$ cat src/rtl/hex_scan_driver.sv
// Time-multiplexed NUM_DIGITS x 7-seg driver (common anode, active-low segments) with a load-latched shadow word.
// Latency: all outputs are registered; load reaches the display at the next scan tick; first tick is SCAN_DIV cycles after reset.
// Backpressure: none; load is a one-cycle strobe that is always accepted. Optional HEX_SCAN_LZB_EN adds leading-zero blanking.
module hex_scan_driver #(
    parameter int NUM_DIGITS = 4,
    parameter int SCAN_DIV   = 50000,
    parameter int CNT_W      = 20
) (
    input  logic                    clk,
    input  logic                    rst_n,
    input  logic                    load,
    input  logic [4*NUM_DIGITS-1:0] hex_data,
    input  logic [NUM_DIGITS-1:0]   blank_mask,
    output logic [6:0]              seg_data,
    output logic [NUM_DIGITS-1:0]   dig_sel,
    output logic                    scan_tick
);

    localparam int                IDX_W    = (NUM_DIGITS > 1) ? $clog2(NUM_DIGITS) : 1;
    localparam logic [CNT_W-1:0]  LAST_CNT = CNT_W'(SCAN_DIV - 1);
    localparam logic [IDX_W-1:0]  LAST_IDX = IDX_W'(NUM_DIGITS - 1);
    localparam logic [6:0]        SEG_OFF  = 7'h7F;

    logic [CNT_W-1:0]          presc_q, presc_d;
    logic [IDX_W-1:0]          idx_q, idx_d, idx_nxt;
    logic [4*NUM_DIGITS-1:0]   shadow_hex_q, shadow_hex_d;
    logic [NUM_DIGITS-1:0]     shadow_mask_q, shadow_mask_d;
    logic [6:0]                seg_q, seg_d;
    logic [NUM_DIGITS-1:0]     dig_q, dig_d;
    logic                      tick_q, tick_d;
    logic                      scan_hit;
    logic [NUM_DIGITS-1:0]     lzb;
    logic [3:0]                nib [NUM_DIGITS];

    // Active-low segment pattern, bit0 = a ... bit6 = g.
    function automatic logic [6:0] hex_to_seg(input logic [3:0] v);
        logic [6:0] s;
        case (v)
            4'h0: s = 7'h40;
            4'h1: s = 7'h79;
            4'h2: s = 7'h24;
            4'h3: s = 7'h30;
            4'h4: s = 7'h19;
            4'h5: s = 7'h12;
            4'h6: s = 7'h02;
            4'h7: s = 7'h78;
            4'h8: s = 7'h00;
            4'h9: s = 7'h10;
            4'hA: s = 7'h08;
            4'hB: s = 7'h03;
            4'hC: s = 7'h46;
            4'hD: s = 7'h21;
            4'hE: s = 7'h06;
            default: s = 7'h0E;
        endcase
        return s;
    endfunction

    for (genvar g = 0; g < NUM_DIGITS; g++) begin : g_nib
        assign nib[g] = shadow_hex_q[4*g +: 4];
    end

`ifdef HEX_SCAN_LZB_EN
    // A digit goes dark when it and every more-significant shadow nibble are zero; digit 0 always shows.
    always_comb begin : lzb_calc
        logic zero_run;
        lzb      = '0;
        zero_run = 1'b1;
        for (int k = NUM_DIGITS - 1; k >= 1; k--) begin
            zero_run = zero_run & (nib[k] == 4'h0);
            lzb[k]   = zero_run;
        end
    end
`else
    assign lzb = '0;
`endif

    // Next state: prescaler wrap drives the digit advance; the segment value uses the pre-load shadow.
    always_comb begin
        scan_hit      = (presc_q == LAST_CNT);
        idx_nxt       = (idx_q == LAST_IDX) ? '0 : idx_q + 1'b1;
        presc_d       = scan_hit ? '0 : presc_q + 1'b1;
        idx_d         = scan_hit ? idx_nxt : idx_q;
        shadow_hex_d  = load ? hex_data   : shadow_hex_q;
        shadow_mask_d = load ? blank_mask : shadow_mask_q;
        tick_d        = scan_hit;
        seg_d         = seg_q;
        dig_d         = dig_q;
        if (scan_hit) begin
            dig_d          = '0;
            dig_d[idx_nxt] = 1'b1;
            seg_d          = (shadow_mask_q[idx_nxt] | lzb[idx_nxt]) ? SEG_OFF : hex_to_seg(nib[idx_nxt]);
        end
    end

    // State and output registers; reset leaves everything dark with the index parked on the last digit.
    always_ff @(posedge clk or negedge rst_n) begin
        if (!rst_n) begin
            presc_q       <= '0;
            idx_q         <= LAST_IDX;
            shadow_hex_q  <= '0;
            shadow_mask_q <= '1;
            seg_q         <= SEG_OFF;
            dig_q         <= '0;
            tick_q        <= 1'b0;
        end else begin
            presc_q       <= presc_d;
            idx_q         <= idx_d;
            shadow_hex_q  <= shadow_hex_d;
            shadow_mask_q <= shadow_mask_d;
            seg_q         <= seg_d;
            dig_q         <= dig_d;
            tick_q        <= tick_d;
        end
    end

    assign seg_data  = seg_q;
    assign dig_sel   = dig_q;
    assign scan_tick = tick_q;

endmodule

$ cat config.mk
export PLATFORM = sky130hd
export DESIGN_NAME = hex_scan_driver
export DESIGN_NICKNAME = d
export VERILOG_FILES = /design/src/rtl/hex_scan_driver.sv
export SDC_FILE = /design/constraint.sdc
export NUM_CORES = 1
export LEC_CHECK = 0
export BUFFER_PORTS_ARGS = -buffer_cell sky130_fd_sc_hd__buf_2
export CAP_MARGIN = 20
export CORE_MARGIN = 3
export CORE_UTILIZATION = 50
export CTS_CLUSTER_DIAMETER = 120
export CTS_CLUSTER_SIZE = 24
export DETAILED_ROUTE_END_ITERATION = 7
export GPL_TIMING_DRIVEN = 0
export PLACE_DENSITY_LB_ADDON = 0.25
export SETUP_SLACK_MARGIN = 0.05
export SLEW_MARGIN = 30
export SYNTH_ARGS = -nofsm -noshare
export SYNTH_HDL_FRONTEND = slang
export SYNTH_SLANG_ARGS = --single-unit
$ cat constraint.sdc
create_clock -name clk -period 2.5 [get_ports clk]
set_input_delay 0.25 -clock clk [delete_from_list [all_inputs] [get_ports clk]]
set_output_delay 0.25 -clock clk [all_outputs]
set_load 0.005 [all_outputs]
==> results.py <==
metrics = {
    "timing": {
        "rsz0062_at_grt": "true",
        "whs_ns": 0.169,
        "period_needed_ns": 2.45,
        "worstMarginPinSlew_ns": 0.660,
        "relSlewSlack_pct": 56.0,
        "skew_ns": 0.0113,
        "setup_violations": 0,
        "drv_slew": 0,
        "fin_crit_sh_pct": 97.9,
        "setup_slack_ns": 0.0521,
        "fmax_mhz": 409,
        "hold_viol": 0,
    },
    "critical_path": {
        "path_cells": "inv_2 > ha_4 > mux4_2 > inv_4 > ha_4 > inv_1 > mux2i_1 > o21ai_1 > mux2_4",
        "crit_type": "flip-flop to flip-flop",
        "crit_top_cell": "ha_4",
        "required_ns": 2.74,
        "cp-start-kind": "flip-flop",
        "path_max_fanout": 4,
        "reg2reg_depth": 9,
        "slowest_delay_ns": 0.63,
        "crit_path_start": "idx_q[0]$_DFFE_PN1P_",
        "r2r-start": "idx_q[0]$_DFFE_PN1P_",
        "arrival_ns": 2.69,
        "critPathCaptureType": "flip-flop",
        "crit_slowest_cell": "mux4_2",
    },
    "floorplanning": {
        "fp.dieH_um": 78.6,
        "fp-row-count": 25,
        "die-area_sq_um": 6180,
        "initial_core_util_pct": 53.7,
        "coreArea_sq_um": 4910,
        "die_w_um": 78.6,
        "io_pins": 35,
    },
    "power": {
        "clkPwrFrac_pct": 30.6,
        "p_sw_mw": 0.390,
        "p_leak_nw": 1.47,
        "power.share.sequential_pct": 56.8,
        "internal_power_mw": 1.24,
        "power_density_nw_per_um2": 501,
        "ir_worst_vdd_mv": 0.300,
        "p_comb_share_pct": 12.6,
        "p_sw_share_pct": 23.9,
    },
    "clock_tree": {
        "cts_buffer_depth": 2,
        "cts-buffers-inserted": 5,
        "cts.root.buffer_cell": "clkbuf_8",
        "clk-insertion-delay-late_ns": 0.31,
        "path_clk_slew_ns": 0.10,
        "htree_levels": 2,
        "cts_tree": "built",
        "cts_sinks": 54,
    },
    "grt": {
        "grt_max_degree": 55,
        "grt_pass1_vias": 1924,
        "grt_pass1_wl_um": 9030,
        "grt_usage_pct": 18.8,
        "met2_usage_pct": 29.1,
        "antenna_found_initial": 0,
        "grtUsageMet1_pct": 25.8,
        "met3_usage_pct": 4.36,
        "grt_overflow_total": 0,
        "busiest_layer": "met2",
    },
    "placement": {
        "dp_hpwl_um": 3430,
        "routabilityCongestion": 0.767,
        "port_buffers": 33,
        "placed_cells": 324,
        "place_ws_ns": -0.176,
    },
    "cells_and_area": {
        "n_antenna_cell": 0,
        "fin_cells": 350,
        "drive_gt1_share_pct": 45.6,
        "area_growth_pct": 23.5,
        "fin_util_pct": 66.2,
        "nets": 316,
        "final_common_cell": "dfrtp_1",
        "layout_common_cells": "dfrtp_1 (41), buf_2 (36), mux2_2 (22)",
    },
    "logic_synthesis": {
        "yosys_warnings": 0,
        "netlist_instances": 224,
        "synth-seq-cells": 54,
        "ys_seq_area_share_pct": 51.9,
        "syn_nets": 258,
        "synth.avg_cell_area_sq_um": 11.8,
        "yosysUniqueCellTypes": 37,
        "synth_area_sq_um": 2640,
    },
    "drt": {
        "vias": 1873,
        "viasPerCell": 5.35,
        "dr.pass1.iters": 4,
        "route.detailed.drc": 0,
        "routedWlPerCell_um": 15.0,
        "drt_iter0_drc": 108,
        "ant_nets": 0,
        "wirelength_um": 5250,
    },
    "worst_hold_path": {
        "holdCritPathClass": "input pin to flip-flop",
        "min_from": "hex_data[3]",
        "whs_path_depth": 2,
    },
    "run_status": {
        "status": "completed",
    },
    "flow_run": {
        "cap_violations": 0,
    },
}
## final timing paths
| kind | endpoint | slack, ns |
|---|---|---|
| setup reg to reg | seg_data[5]$_DFFE_PN1P_ | 0.05 |
| max in group asynchronous | shadow_hex_q[10]$_DFFE_PN0P_ | 1.55 |
| setup / recovery | seg_data[5]$_DFFE_PN1P_ | 0.05 |
| min in group asynchronous | shadow_hex_q[3]$_DFFE_PN0P_ | 0.52 |
| hold reg to reg | presc_q[0]$_DFF_PN0_ | 0.46 |
| hold / removal | shadow_hex_q[3]$_DFFE_PN0P_ | 0.17 |
## through the flow
stage,setup TNS (ns),power (mW),area [sq um]
after floorplan,0,1.05,2640
after global placement,-0.305,1.10,2890
after detailed placement,-0.452,1.11,2890
after CTS,0,1.63,3170
after global routing,-0.0466,1.71,3250
final,0,1.63,3250
## final cells by class
class                   count  area [sq um]
multi-input cells         151          1310
clock buffers               7          86.3
inverters                  10          42.5
clock inverters             1          5.00
repair buffers             52           313
fillers                   367          1660
flip-flops and latches     54          1370
plain buffers               8          42.5
well taps                  67          83.8
## power groups by stage
stage | sequential [mW] | combinational (mW) | clock [mW]
final | 0.926 | 0.205 | 0.498
after global routing | 0.931 | 0.223 | 0.553
after CTS | 0.926 | 0.187 | 0.516
after detailed placement | 0.943 | 0.166 | 0
after global placement | 0.941 | 0.163 | 0
after floorplan | 0.937 | 0.113 | 0
## flip-flops by register name, indices dropped and copies added (netlist names)
signal and flops:
seg_data 7, shadow_hex_q 16, idx_q 2, scan_tick 1
shadow_mask_q 4, presc_q 20, dig_sel 4
## critical path, delay by kind of cell (launching register included)
kind            cells  cell delay (ns)
mux                 3             1.02
buf+inv             3             0.24
compound gates      1             0.10
fa+ha+maj           2             0.42
flops               1             0.60
## synth_stat cells
cell type,count,area share (%)
clkbuf_1,4,0.57
or4_1,1,0.29
a21boi_0,1,0.29
and2_1,1,0.24
mux2_2,24,10
or2_2,1,0.24
inv_1,10,1.4
or4_4,2,0.85
a31oi_1,1,0.24
a21oi_1,5,0.95
mux2i_1,5,1.9
xnor2_1,10,3.3
nor4_1,1,0.24
buf_2,4,0.76
or4b_1,1,0.38
mux4_2,5,4.3
a311oi_1,1,0.33
nor2_1,20,2.8
and4_1,1,0.33
nor4_2,1,0.47
nor3_1,3,0.57
o21ai_1,2,0.38
nor2b_1,1,0.24
dfstp_2,13,13
a211oi_1,3,0.85
dfrtp_1,41,39
or4b_2,1,0.38
ha_1,11,5.2
o21a_1,1,0.29
nand2_1,21,3.0
nand4_1,5,1.2
nand3_1,7,1.3
buf_6,1,0.43
xor2_1,7,2.3
and3_1,3,0.71
o21ai_0,4,0.76
or3_1,1,0.24
## kinds of logic (layout without fill, tap and decap cells)
group	after synthesis	after routing	share of synthesized area, %
mux	34	34	16.4
xor+xnor	17	17	5.65
simple gates	71	71	13.5
buf+inv	19	78	3.18
flops	54	54	51.9
compound gates	18	18	4.08
fa+ha+maj	11	11	5.22
## routing by layer
metal	up-vias	share of wire (%)
met3	12	4.4
met2	53	46
met4	0	2.0
met1	913	47
li1	895	-
met5	-	0
## repair_timing
action	in CTS	in global routing
setup buffers	15	4
hold buffers	1	0
hold endpoints to repair	6	0
pin swaps	2	8
endpoints found under the setup margin	7	9
gates resized for setup	15	16
Power figures use the tool's default switching activity.
